[src/rtl/parking_pkg.sv]
// Shared types and widths for the parking-lot exit controller.
package parking_pkg;

   localparam int SLOT_W    = 2;
   localparam int NUM_SLOTS = 1 << SLOT_W;
   localparam int FEE_W     = 32;
   localparam int COIN_W    = 8;

   typedef enum logic [2:0] {
      ST_IDLE   = 3'd0,
      ST_REQ    = 3'd1,
      ST_FEE    = 3'd2,
      ST_PAY    = 3'd3,
      ST_GATE   = 3'd4,
      ST_REFUND = 3'd5
   } state_e;

endpackage

[src/rtl/exit_payment_ctrl_pay_timer.sv]
// Loadable down-counter; done_o is high while the count sits at zero.
module pay_timer #(
   parameter int TMO_W = 16
) (
   input  logic             clk,
   input  logic             rst_n,
   input  logic             load_i,
   input  logic [TMO_W-1:0] load_val_i,
   output logic             done_o
);

   logic [TMO_W-1:0] cnt_q, cnt_d;

   always_comb begin
      cnt_d = cnt_q;
      if (load_i)            cnt_d = load_val_i;
      else if (cnt_q != '0)  cnt_d = cnt_q - 1'b1;
   end

   always_ff @(posedge clk or negedge rst_n) begin
      if (!rst_n) cnt_q <= '0;
      else        cnt_q <= cnt_d;
   end

   assign done_o = (cnt_q == '0);

endmodule

[src/rtl/exit_payment_ctrl.sv]
// Exit-side payment controller: fee request, coin collection, gate and change.
// Optional REVENUE_ACC_EN adds total_revenue / vehicle_count accumulators.
module exit_payment_ctrl
   import parking_pkg::*;
#(
   parameter int GATE_CYCLES = 50,
   parameter int PAY_TIMEOUT = 1000,
   parameter int TMO_W       = 16
) (
   input  logic                 clk,
   input  logic                 rst_n,
   input  logic                 exit_req,
   input  logic [SLOT_W-1:0]    req_slot,
   input  logic [NUM_SLOTS-1:0] occupancy,
   input  logic [FEE_W-1:0]     fee,
   input  logic                 coin_valid,
   input  logic [COIN_W-1:0]    coin_value,
   input  logic                 cancel,
   output logic                 exit_pulse,
   output logic [SLOT_W-1:0]    exit_slot,
   output logic [FEE_W-1:0]     amount_due,
   output logic [FEE_W-1:0]     paid_sum,
   output logic [FEE_W-1:0]     change_out,
   output logic                 change_valid,
   output logic                 gate_open,
   output logic                 busy,
`ifdef REVENUE_ACC_EN
   output logic [FEE_W-1:0]     total_revenue,
   output logic [15:0]          vehicle_count,
`endif
   output logic                 error
);

   state_e              state_q, state_d;
   logic [SLOT_W-1:0]   exit_slot_q;
   logic [FEE_W-1:0]    amount_due_q, paid_sum_q, change_out_q;
   logic                change_valid_q, error_q;

   logic                coin_pay, tmr_done, tmo, gate_entry, tmr_load;
   logic [FEE_W-1:0]    paid_new, due_now;
   logic [TMO_W-1:0]    tmr_val;

   assign coin_pay   = (state_q == ST_PAY) && coin_valid;
   assign paid_new   = paid_sum_q + (coin_pay ? FEE_W'(coin_value) : '0);
   // Fee is being latched in the same edge when leaving FEE, so bypass it.
   assign due_now    = (state_q == ST_FEE) ? fee : amount_due_q;
   assign tmo        = (state_q == ST_PAY) && tmr_done && !coin_valid && !cancel;
   assign gate_entry = (state_d == ST_GATE) && (state_q != ST_GATE);

   always_ff @(posedge clk or negedge rst_n) begin
      if (!rst_n) state_q <= ST_IDLE;
      else        state_q <= state_d;
   end

   always_comb begin
      state_d = state_q;
      case (state_q)
         ST_IDLE:   if (exit_req && occupancy[req_slot]) state_d = ST_REQ;
         ST_REQ:    state_d = ST_FEE;
         ST_FEE:    state_d = (fee == '0) ? ST_GATE : ST_PAY;
         ST_PAY: begin
            if (cancel || tmo)                  state_d = ST_REFUND;
            else if (paid_new >= amount_due_q)  state_d = ST_GATE;
         end
         ST_GATE:   if (tmr_done) state_d = ST_IDLE;
         ST_REFUND: state_d = ST_IDLE;
         default:   state_d = ST_IDLE;
      endcase
   end

   always_comb begin
      exit_pulse = 1'b0;
      gate_open  = 1'b0;
      busy       = 1'b1;
      case (state_q)
         ST_IDLE: busy       = 1'b0;
         ST_REQ:  exit_pulse = 1'b1;
         ST_GATE: gate_open  = 1'b1;
         default: ;
      endcase
   end

   always_ff @(posedge clk or negedge rst_n) begin
      if (!rst_n) begin
         exit_slot_q    <= '0;
         amount_due_q   <= '0;
         paid_sum_q     <= '0;
         change_out_q   <= '0;
         change_valid_q <= 1'b0;
         error_q        <= 1'b0;
      end else begin
         change_valid_q <= 1'b0;
         error_q        <= tmo;
         if (state_q == ST_IDLE && exit_req) begin
            if (occupancy[req_slot]) begin
               exit_slot_q <= req_slot;
               paid_sum_q  <= '0;
            end else begin
               error_q     <= 1'b1;
            end
         end
         if (state_q == ST_FEE) amount_due_q <= fee;
         if (state_q == ST_PAY) paid_sum_q   <= paid_new;
         if (gate_entry) begin
            change_out_q   <= paid_new - due_now;
            change_valid_q <= 1'b1;
         end
         if (state_d == ST_REFUND) begin
            change_out_q   <= paid_new;
            change_valid_q <= 1'b1;
         end
      end
   end

   // Timeout reloads on PAY entry and on every coin; gate hold loads on GATE entry.
   assign tmr_load = (state_q == ST_FEE) || gate_entry || coin_pay;
   assign tmr_val  = gate_entry ? TMO_W'(GATE_CYCLES - 1) : TMO_W'(PAY_TIMEOUT - 2);

   pay_timer #(.TMO_W(TMO_W)) u_timer (
      .clk        (clk),
      .rst_n      (rst_n),
      .load_i     (tmr_load),
      .load_val_i (tmr_val),
      .done_o     (tmr_done)
   );

`ifdef REVENUE_ACC_EN
   logic [FEE_W-1:0] revenue_q;
   logic [15:0]      vcount_q;

   always_ff @(posedge clk or negedge rst_n) begin
      if (!rst_n) begin
         revenue_q <= '0;
         vcount_q  <= '0;
      end else if (gate_entry) begin
         revenue_q <= revenue_q + due_now;
         vcount_q  <= vcount_q + 16'd1;
      end
   end

   assign total_revenue = revenue_q;
   assign vehicle_count = vcount_q;
`endif

   assign exit_slot    = exit_slot_q;
   assign amount_due   = amount_due_q;
   assign paid_sum     = paid_sum_q;
   assign change_out   = change_out_q;
   assign change_valid = change_valid_q;
   assign error        = error_q;

endmodule

[config.mk]
export PLATFORM = sky130hd
export DESIGN_NAME = exit_payment_ctrl
export DESIGN_NICKNAME = d
export VERILOG_FILES = /design/src/rtl/parking_pkg.sv /design/src/rtl/exit_payment_ctrl_pay_timer.sv /design/src/rtl/exit_payment_ctrl.sv
export SDC_FILE = /design/constraint.sdc
export NUM_CORES = 1
export LEC_CHECK = 0
export ABC_AREA = 1
export CAP_MARGIN = 30
export CORE_ASPECT_RATIO = 1.1
export CORE_MARGIN = 8
export CORE_UTILIZATION = 35
export DETAILED_ROUTE_END_ITERATION = 12
export PLACE_DENSITY = 0.64
export SETUP_SLACK_MARGIN = 0.2
export SLEW_MARGIN = 20
export SYNTH_ARGS = -nofsm -noshare
export SYNTH_HDL_FRONTEND = slang
export SYNTH_HIERARCHICAL = 1
export SYNTH_SLANG_ARGS = --single-unit
[constraint.sdc]
create_clock -name clk -period 12.4 [get_ports clk]
set_input_delay 2.48 -clock clk [delete_from_list [all_inputs] [get_ports clk]]
set_output_delay 2.48 -clock clk [all_outputs]
set_load 0.05 [all_outputs]
==> results.sh, run 1 <==
export IMPL_finalSetupTns_ns=0
export IMPL_n_antenna_cell=0
export IMPL_cp_max_fo=37
export IMPL_synth_compound_area_share_pct=11.1
export IMPL_synth_fa_ha_area_share_pct=9.80
export IMPL_initialDrtViolationCount=569
export IMPL_grt_pass1_wl_um=52800
export IMPL_cts_hold_buf=0
export IMPL_core_area_um2=27000
export IMPL_final_common_cell="nand2_1"
export IMPL_yosysSeqAreaShare_pct=31.0
export IMPL_finalHoldViolCount=0
export IMPL_num_rows=63
export IMPL_fin_ws_ns=4.24
export IMPL_synth_top_family_by_area="simple AND/OR/NAND/NOR gates"
export IMPL_cts_htree_levels=4
export IMPL_drtAntennaViolNets=0
export IMPL_clock_latency_ns=0.42
export IMPL_fin_nets=1688
export IMPL_initial_core_util_pct=35.6
export IMPL_cts_buffers=17
export IMPL_synth_mux_area_share_pct=0
export IMPL_cp_slowest_stage_delay_ns=0.53
export IMPL_grt_overflow=0
export IMPL_hp_class="register to register"
export IMPL_avgSynthCellArea_um2=6.81
export IMPL_synth_edf_count=0
export IMPL_first_pass_iters=6
export IMPL_via_per_inst=4.99
export IMPL_worst_pin_slew_ns=0.922
export IMPL_period_share_pct=65.8
export IMPL_grt_max_degree=66
export IMPL_drv_slew=0
export IMPL_num_vias=9641
export IMPL_wl_um=33000
export IMPL_io_buffers=153
export IMPL_min_from="change_out[4]"
export IMPL_layout_drive_gt1_share_pct=5.52
export IMPL_cts_tree="done"
export IMPL_synth_simple_area_share_pct=32.8
export IMPL_grt_antenna_before_repair=0
export IMPL_status="complete, no violations"
export IMPL_dp_hpwl_um=26600
export IMPL_start_kind="primary input"
export IMPL_fin_crit_ns=8.16
export IMPL_dieArea_um2=33000
export IMPL_grt_pass1_vias=9681
export IMPL_whs_path_depth=2
export IMPL_arrival_ns=8.46
export IMPL_end_kind="register"
export IMPL_clock_fmax_mhz=123
export IMPL_post_cts_buffers=0
export IMPL_syn_instance_count=1410
export IMPL_final_design_area_no_fill_um2=12100
export IMPL_max_slew_margin_pct=38.4
export IMPL_fp_dieW_um=174
export IMPL_fin_cells=1932
export IMPL_cts_path_max_buffers=2
export IMPL_regToRegEndpoint="u_timer/cnt_q[6]"
export IMPL_synth_xor_area_share_pct=4.56
export IMPL_reg2reg_slack_ns=5.91
export IMPL_crit_required_ns=12.70
export IMPL_area_growth_pct=25.7
export IMPL_routedWlPerCell_um=17.1
export IMPL_synth_seq_cells=119
export IMPL_worst_path_buf_inv=6
export IMPL_crit_slowest_cell="nand3_1"
export IMPL_yosysUniqueCellTypes=48
export IMPL_skew_ns=0.0131
export IMPL_routabilityCongestion=0.952
export IMPL_final_cell_mix="459 x nand2_1, 209 x inv_1, 152 x clkdlybuf4s50_1, 119 x dfrtp_1, 97 x nand3_1"
export IMPL_power_density_nw_per_um2=300
export IMPL_die_y_um=190
export IMPL_numPlacedInstances=1900
export IMPL_total_power_mw=3.61
export IMPL_cts_root_buffer_cell="clkbuf_16"
export IMPL_r2r_start="state_q[1]"
export IMPL_cts_sinks=119
export IMPL_critical_path_top_delay_family="simple AND/OR/NAND/NOR gates"
export IMPL_track_usage_pct=20.0
export IMPL_place_area_um2=11400
export IMPL_synth_yosys_warnings=6
export IMPL_rr_worst_depth=32
export IMPL_setup_viol=0
export IMPL_drv_cap=0
export IMPL_synth_flop_cell="dfrtp_1"
export IMPL_ioPinCount=154
export IMPL_holdPathEnd="change_out[4]"
export IMPL_synth_async_reset_ratio_pct=100
export IMPL_ctsResizeCount=0
export IMPL_ir_worst_vdd_v=0.000148
export IMPL_p_leak_nw=6.31
export IMPL_synth_area_um2=9600
export IMPL_crit_type="primary input to register"
export IMPL_drc=0
export IMPL_rsz0062_at_grt="false"
export IMPL_post_place_ws_ns=3.85
export IMPL_path_clk_slew_ns=0.05
[sequential cells by signal, indices dropped and copies added, names as in the netlist]
register	count
amount_due	32
change_out	32
change_valid	1
error	1
exit_slot	2
paid_sum	32
state_q	3
u_timer/cnt_q	16
[cells in the mapped netlist (all sizes together) (2+ instances only)]
cell type	count	area (um^2)
inv	217	817
nor4	12	75.1
a31oi	6	52.6
o21ai	86	442
o21a	4	30.0
clkbuf	16	60.1
a21o	6	45.0
ha	72	901
o22ai	17	106
dfrtp	119	2980
buf	16	144
xnor2	7	61.3
nand2	474	1840
nor3b	2	20.0
nand4	16	106
conb	2	7.51
a21oi	57	308
xor2	43	377
nand3b	3	22.5
o21bai	6	45.0
nor3	14	86.3
nand3	101	526
nor2	107	464
fa	2	40.0
a21boi	2	15.0
[power by group]
part           switching (mW)  internal, mW
combinational            1.67         0.724
sequential              0.130         0.556
clock                   0.186         0.346
total                    1.99          1.63
[through the flow]
stage	utilization, %	hold slack [ns]
global route	44.8	0.503
detailed placement	42.4	0.464
floorplan	-	0.516
finish	44.8	0.474
CTS	44.7	0.479
global placement	42.4	0.467
[final cells by class]
class / count / area, um^2
repair buffers: 160 / 1590
clock inverters: 8 / 146
fillers: 2827 / 14900
well taps: 357 / 447
multi-input cells: 1048 / 5620
inverters: 217 / 817
flip-flops and latches: 119 / 2980
clock buffers: 23 / 468
[worst max-delay path by stage]
stage                          start           endpoint  slack, ns  cells past startpoint
after floorplan           coin_valid  u_timer/cnt_q[12]       5.78                     33
after global placement    coin_valid   u_timer/cnt_q[6]       4.19                     31
after detailed placement  coin_valid   u_timer/cnt_q[6]       3.85                     31
after CTS                 coin_valid   u_timer/cnt_q[6]       4.27                     31
after global routing      coin_valid   u_timer/cnt_q[0]       3.60                     32
final                     coin_valid   u_timer/cnt_q[6]       4.24                     31
[worst register-to-register path: cells and delay by family (launching register included)]
family | cells | cell delay, ns
flops | 1 | 0.42
xor+xnor | 1 | 0.31
compound gates | 1 | 0.19
buf+inv | 5 | 0.85
fa+ha+maj | 3 | 0.88
simple gates | 22 | 3.73
[routing by layer]
metal | vias to the layer above | global-route usage [%] | part of all wire, %
met5 | - | 0 | 0
met4 | 0 | 8.59 | 3.8
met3 | 59 | 3.29 | 4.6
met2 | 282 | 34.0 | 47
met1 | 4499 | 24.8 | 44
li1 | 4801 | - | -
[kinds of logic (layout without fill, tap and decap cells)]
| family | count (synthesis) | count (layout) |
|---|---|---|
| compound gates | 186 | 186 |
| fa+ha+maj | 74 | 74 |
| simple gates | 730 | 730 |
| flops | 119 | 119 |
| other cells | 2 | 8 |
| buf+inv | 249 | 408 |
| xor+xnor | 50 | 50 |
Note: power is estimated with default switching activity, not from simulation.
==> inputs of run 2 (changes only) <==
--- a/config.mk
+++ b/config.mk
@@ -11,7 +11,7 @@
 export CORE_MARGIN = 8
 export CORE_UTILIZATION = 35
 export DETAILED_ROUTE_END_ITERATION = 12
-export PLACE_DENSITY = 0.64
+export PLACE_DENSITY = 0.66
 export SETUP_SLACK_MARGIN = 0.2
 export SLEW_MARGIN = 20
 export SYNTH_ARGS = -nofsm -noshare
==> constraint.sdc (replaced) <==
create_clock -name clk -period 7.3 [get_ports clk]
set_input_delay 1.46 -clock clk [delete_from_list [all_inputs] [get_ports clk]]
set_output_delay 1.46 -clock clk [all_outputs]
set_load 0.05 [all_outputs]
==> run 2 against run 1 <==
Compared with the run above:
- utilization up 0.15 points
- non-clock buffer count up 5
- global-route usage decreased by 0.29 points
- critical path depth is 1 higher
- first-iteration DRC count increased by 12%
- critical endpoint unchanged
- largest cell class unchanged
- largest power group unchanged
==> results.sh, run 2 (synthesized netlist as in run 1, its figures left out) <==
export IMPL_status="complete, no violations"
export IMPL_fin_cells=1938
export IMPL_max_slew_margin_pct=40.8
export IMPL_io_buffers=153
export IMPL_num_rows=63
export IMPL_cts_root_buffer_cell="clkbuf_16"
export IMPL_p_sw_share_pct=55.0
export IMPL_regToRegEndpoint="u_timer/cnt_q[6]"
export IMPL_grt_pass1_wl_um=51800
export IMPL_grt_max_degree=67
export IMPL_arrival_ns=6.82
export IMPL_drv_slew=0
export IMPL_end_kind="register"
export IMPL_clock_fmax_mhz=154
export IMPL_drc=0
export IMPL_ctsResizeCount=0
export IMPL_fp_dieW_um=174
export IMPL_via_per_inst=5.01
export IMPL_n_antenna_cell=0
export IMPL_hold_slack_ns=0.476
export IMPL_layout_drive_gt1_share_pct=5.88
export IMPL_dieArea_um2=33000
export IMPL_seq_power_share_pct=19.0
export IMPL_wl_um=32900
export IMPL_grt_antenna_before_repair=0
export IMPL_place_area_um2=11500
export IMPL_cp_max_fo=37
export IMPL_initial_core_util_pct=35.6
export IMPL_skew_ns=0.0146
export IMPL_cts_sinks=119
export IMPL_dp_hpwl_um=26300
export IMPL_reg2reg_slack_ns=1.41
export IMPL_fin_crit_ns=6.51
export IMPL_crit_end="u_timer/cnt_q[6]"
export IMPL_filler_cell_count=2813
export IMPL_final_util_pct=44.9
export IMPL_post_cts_buffers=0
export IMPL_initialDrtViolationCount=640
export IMPL_routedWlPerCell_um=17.0
export IMPL_numPlacedInstances=1905
export IMPL_switchingPower_mw=3.38
export IMPL_p_leak_nw=6.32
export IMPL_crit_type="primary input to register"
export IMPL_grt_overflow=0
export IMPL_start_kind="primary input"
export IMPL_p_clk_share_pct=14.6
export IMPL_cts_buffers=17
export IMPL_period_share_pct=89.2
export IMPL_cts_path_max_buffers=2
export IMPL_finalSetupTns_ns=0
export IMPL_drtAntennaViolNets=0
export IMPL_finalHoldViolCount=0
export IMPL_cts_hold_buf=0
export IMPL_crit_required_ns=7.61
export IMPL_core_area_um2=27000
export IMPL_cp_slowest_stage_delay_ns=0.45
export IMPL_fin_nets=1693
export IMPL_p_int_mw=2.76
export IMPL_grt_pass1_vias=9800
export IMPL_track_usage_pct=19.7
export IMPL_rsz0062_at_grt="false"
export IMPL_path_clk_slew_ns=0.06
export IMPL_routabilityCongestion=0.936
export IMPL_clock_latency_ns=0.43
export IMPL_ioPinCount=154
export IMPL_power_density_nw_per_um2=507
export IMPL_drv_cap=0
export IMPL_setup_viol=0
export IMPL_cts_tree="done"
export IMPL_die_y_um=190
export IMPL_first_pass_iters=7
export IMPL_crit_start="coin_valid"
export IMPL_ir_worst_vdd_v=0.000304
export IMPL_hp_class="register to register"
export IMPL_num_vias=9713
export IMPL_crit_slowest_cell="clkdlybuf4s50_1"
export IMPL_rr_worst_depth=33
export IMPL_final_design_area_no_fill_um2=12100
export IMPL_r2r_start="state_q[1]"
export IMPL_combPwrFrac_pct=66.4
export IMPL_final_cell_mix="459 x nand2_1, 209 x inv_1, 152 x clkdlybuf4s50_1, 119 x dfrtp_1, 97 x nand3_1"
export IMPL_cts_htree_levels=4
export IMPL_area_growth_pct=26.1
export IMPL_worst_pin_slew_ns=0.887
export IMPL_final_common_cell="nand2_1"
-- run 2: cell count changes in the layout (fill, tap and decap cells not counted) --
cell        previous run  this run
buf_4                  7        12
clkinvlp_4             1         3
clkinv_4               1         2
clkinv_2               2         1
buf_6                  1         0
inv_6                  0         1
clkbuf_8               2         0
buf_8                  0         1
-- run 2: final cells by class --
| type | count | area (um^2) | area share (%) |
|---|---|---|---|
| inverter | 217 | 817 | 6.75 |
| sequential | 119 | 2980 | 24.6 |
| tap | 357 | 447 | 3.69 |
| multi-input combinational | 1048 | 5620 | 46.5 |
| timing repair buffer | 165 | 1630 | 13.4 |
| clock buffer | 21 | 440 | 3.64 |
| clock inverter | 11 | 174 | 1.44 |
-- run 2: worst max-delay path: cells and delay by family --
family	cells	cell delay [ns]
and+or+nand+nor	20	2.82
AOI/OAI and AO/OA	1	0.20
xor gates and xnor gates	1	0.16
adders and majority gates	3	0.88
buffers and inverters	7	1.31
-- run 2: worst min path at each step --
stage,startpoint,to,depth (start not counted)
2_1_floorplan,u_timer/cnt_q[1],u_timer/cnt_q[1],2
3_3_place_gp,change_out[1],change_out[1],2
3_5_place_dp,change_out[1],change_out[1],2
4_1_cts,change_out[11],change_out[11],2
5_1_grt,change_out[1],change_out[1],2
6_report,change_out[6],change_out[6],2
-- run 2: through the flow --
| stage | setup WS (ns) | power [mW] |
|---|---|---|
| after CTS | 0.877 | 6.15 |
| final | 0.786 | 6.14 |
| after floorplan | 1.70 | 3.99 |
| after detailed placement | 0.455 | 5.21 |
| after global routing | 0.328 | 6.60 |
| after global placement | 0.608 | 5.18 |
-- run 2: per-layer routing --
layer	GRT usage (%)	vias up	routed length [um]
met5	0	-	0
met3	3.49	69	1530
met1	24.0	4521	14400
li1	-	4814	-
met2	33.5	309	15400
met4	9.41	0	1520
-- run 2: power groups by stage --
stage               Sequential [mW]  Clock [mW]  Combinational (mW)
floorplan                      1.88           0                2.11
global placement               1.17           0                4.01
detailed placement             1.17           0                4.03
CTS                            1.17       0.911                4.07
global route                   1.20       0.941                4.46
finish                         1.16       0.896                4.08
==> inputs of run 3 (changes only) <==
--- a/config.mk
+++ b/config.mk
@@ -5,13 +5,12 @@
 export SDC_FILE = /design/constraint.sdc
 export NUM_CORES = 1
 export LEC_CHECK = 0
-export ABC_AREA = 1
 export CAP_MARGIN = 30
 export CORE_ASPECT_RATIO = 1.1
 export CORE_MARGIN = 8
 export CORE_UTILIZATION = 35
 export DETAILED_ROUTE_END_ITERATION = 12
-export PLACE_DENSITY = 0.66
+export PLACE_DENSITY = 0.67
 export SETUP_SLACK_MARGIN = 0.2
 export SLEW_MARGIN = 20
 export SYNTH_ARGS = -nofsm -noshare
==> run 3 against run 2 <==
Compared with the run above:
- clock skew shrank 0.0045 ns
- via count down 19%
- register-to-register slack worse by 0.22 ns
- critical path type unchanged
- critical endpoint is now change_out[27]
==> results.sh, run 3 <==
export IMPL_grt_antenna_before_repair=0
export IMPL_ioPinCount=154
export IMPL_cts_sinks=119
export IMPL_track_usage_pct=18.2
export IMPL_crit_top_cell="nand3_1"
export IMPL_syn_instance_count=979
export IMPL_numPlacedInstances=1432
export IMPL_cts_tree="done"
export IMPL_final_common_cell="clkdlybuf4s50_1"
export IMPL_ir_worst_vdd_v=0.000315
export IMPL_skew_ns=0.0101
export IMPL_synth_flop_cell="dfrtp_1"
export IMPL_rsz0062_at_grt="false"
export IMPL_finalHoldViolCount=0
export IMPL_first_pass_iters=8
export IMPL_num_vias=7831
export IMPL_fin_ws_ns=0.658
export IMPL_dieArea_um2=29800
export IMPL_end_kind="register"
export IMPL_grt_overflow=0
export IMPL_avgSynthCellArea_um2=8.76
export IMPL_initialDrtViolationCount=551
export IMPL_synth_seq_cells=119
export IMPL_synth_yosys_warnings=6
export IMPL_max_slew_margin_pct=43.2
export IMPL_cp_max_fo=7
export IMPL_yosysUniqueCellTypes=77
export IMPL_cp_slowest_stage_delay_ns=0.47
export IMPL_crit_slowest_cell="clkdlybuf4s50_1"
export IMPL_fin_cells=1465
export IMPL_synth_most_common_cell="dfrtp_1"
export IMPL_p_leak_nw=5.25
export IMPL_worst_pin_slew_ns=0.852
export IMPL_synth_area_leader_cell="dfrtp_1"
export IMPL_drv_slew=0
export IMPL_synthTopCellsByArea="dfrtp_1 35%, ha_1 11%, mux2i_1 5.4%"
export IMPL_synth_async_reset_ratio_pct=100
export IMPL_cts_hold_buf=0
export IMPL_filler_cell_count=2333
export IMPL_n_antenna_cell=0
export IMPL_synth_common_cells="119 x dfrtp_1, 102 x nand2_1, 92 x inv_1"
export IMPL_drc=0
export IMPL_grt_pass1_wl_um=42600
export IMPL_routabilityCongestion=0.862
export IMPL_crit_type="primary input to register"
export IMPL_path_clk_slew_ns=0.06
export IMPL_yosysSeqAreaShare_pct=34.7
export IMPL_arrival_ns=6.99
export IMPL_worst_path_buf_inv=4
export IMPL_dp_hpwl_um=20800
export IMPL_synth_edf_count=0
export IMPL_clock_fmax_mhz=151
export IMPL_num_rows=60
export IMPL_hp_class="register to register"
export IMPL_fin_crit_ns=6.64
export IMPL_cts_path_max_buffers=2
export IMPL_final_cell_mix="152 x clkdlybuf4s50_1, 119 x dfrtp_1, 102 x nand2_1, 92 x inv_1, 72 x ha_1"
export IMPL_layout_drive_gt1_share_pct=7.27
export IMPL_yosysTopAreaCellShare_pct=34.7
export IMPL_status="complete, no violations"
export IMPL_start_kind="primary input"
export IMPL_die_y_um=180
export IMPL_fp_dieW_um=165
export IMPL_finalSetupTns_ns=0
export IMPL_ctsResizeCount=0
export IMPL_initial_core_util_pct=35.4
export IMPL_crit_required_ns=7.65
export IMPL_area_growth_pct=30.0
export IMPL_power_density_nw_per_um2=523
export IMPL_post_cts_buffers=0
export IMPL_synth_area_um2=8580
export IMPL_core_area_um2=24200
export IMPL_drtAntennaViolNets=0
export IMPL_grt_max_degree=73
export IMPL_critical_path_top_delay_family="compound AO/OA/AOI/OAI gates"
export IMPL_wl_um=27200
export IMPL_fin_nets=1267
export IMPL_routedWlPerCell_um=18.6
export IMPL_clock_latency_ns=0.43
export IMPL_io_buffers=153
export IMPL_post_place_ws_ns=0.337
export IMPL_via_per_inst=5.35
export IMPL_drv_cap=0
export IMPL_cts_buffers=17
export IMPL_grt_pass1_vias=7770
export IMPL_period_share_pct=91.0
export IMPL_cts_htree_levels=4
export IMPL_setup_viol=0
export IMPL_cts_root_buffer_cell="clkbuf_16"
run 3: cell types whose count changed after synthesis, moves of 10 or more:
cell | before | now
nand3_1 | 97 | 27
o21ai_0 | 83 | 68
a21o_1 | 6 | 31
nand2_1 | 460 | 102
o31ai_1 | 0 | 13
clkbuf_1 | 16 | 27
inv_1 | 209 | 92
mux2i_1 | 0 | 46
a22oi_1 | 0 | 10
xnor2_1 | 7 | 37
xor2_1 | 43 | 27
nor2_1 | 94 | 59
and3_1 | 0 | 14
run 3: area by class of cell:
class	count	area [um^2]	area share (%)
Clock buffer	24	492	4.41
Clock inverter	8	143	1.28
Inverter	94	355	3.19
Multi-Input combinational cell	739	5110	45.8
Sequential cell	119	2980	26.7
Tap cell	310	388	3.48
Timing Repair Buffer	171	1680	15.1
run 3: layer usage:
metal  global-route usage [%]  vias to the layer above  part of all wire, %
met5                        0                        -                    0
met4                     5.63                        0                  2.0
met3                     4.04                       34                  6.4
met2                     30.3                      237                   48
met1                     22.9                     3774                   43
li1                         -                     3786                    -
run 3: path summary, 6_finish.rpt:
check | start | end | slack (ns) | depth (start not counted)
hold reg to reg | change_out[13] | change_out[13] | 0.49 | 2
max in group asynchronous | rst_n | u_timer/cnt_q[8] | 5.16 | 3
hold / removal | change_out[13] | change_out[13] | 0.49 | 2
setup / recovery | coin_valid | change_out[27] | 0.66 | 26
setup reg to reg | state_q[0] | change_out[27] | 1.19 | 26
min in group asynchronous | rst_n | amount_due[14] | 1.05 | 1
run 3: worst min-delay path: cells and delay by family (launching register included):
kind | cells | cell delay, ns
simple gates | 1 | 0.05
flops | 1 | 0.34
compound gates | 1 | 0.06
run 3: kinds of logic after synthesis:
| kind of cell | Yosys count | synth area share (%) |
|---|---|---|
| AOI/OAI and AO/OA | 241 | 17.9 |
| xor gates and xnor gates | 64 | 6.53 |
| adders and majority gates | 74 | 11.0 |
| buffers and inverters | 127 | 6.07 |
| DFF | 119 | 34.7 |
| muxes | 51 | 6.15 |
| other | 2 | 0.0875 |
| and+or+nand+nor | 301 | 17.6 |
run 3: metrics by stage:
| stage | cell area [um^2] | utilization (%) | hold slack, ns | power [mW] |
|---|---|---|---|---|
| final | 11200 | 46.0 | 0.490 | 5.83 |
| after global placement | 10500 | 43.2 | 0.483 | 4.85 |
| after floorplan | 8600 | - | 0.498 | 3.79 |
| after detailed placement | 10500 | 43.3 | 0.491 | 4.90 |
| after global routing | 11200 | 46.0 | 0.533 | 6.22 |
| after CTS | 11100 | 45.9 | 0.503 | 5.84 |
run 3: where the power goes:
group	internal (mW)	switching, mW
combinational	1.34	2.35
sequential	0.948	0.281
clock	0.606	0.314
total	2.89	2.94
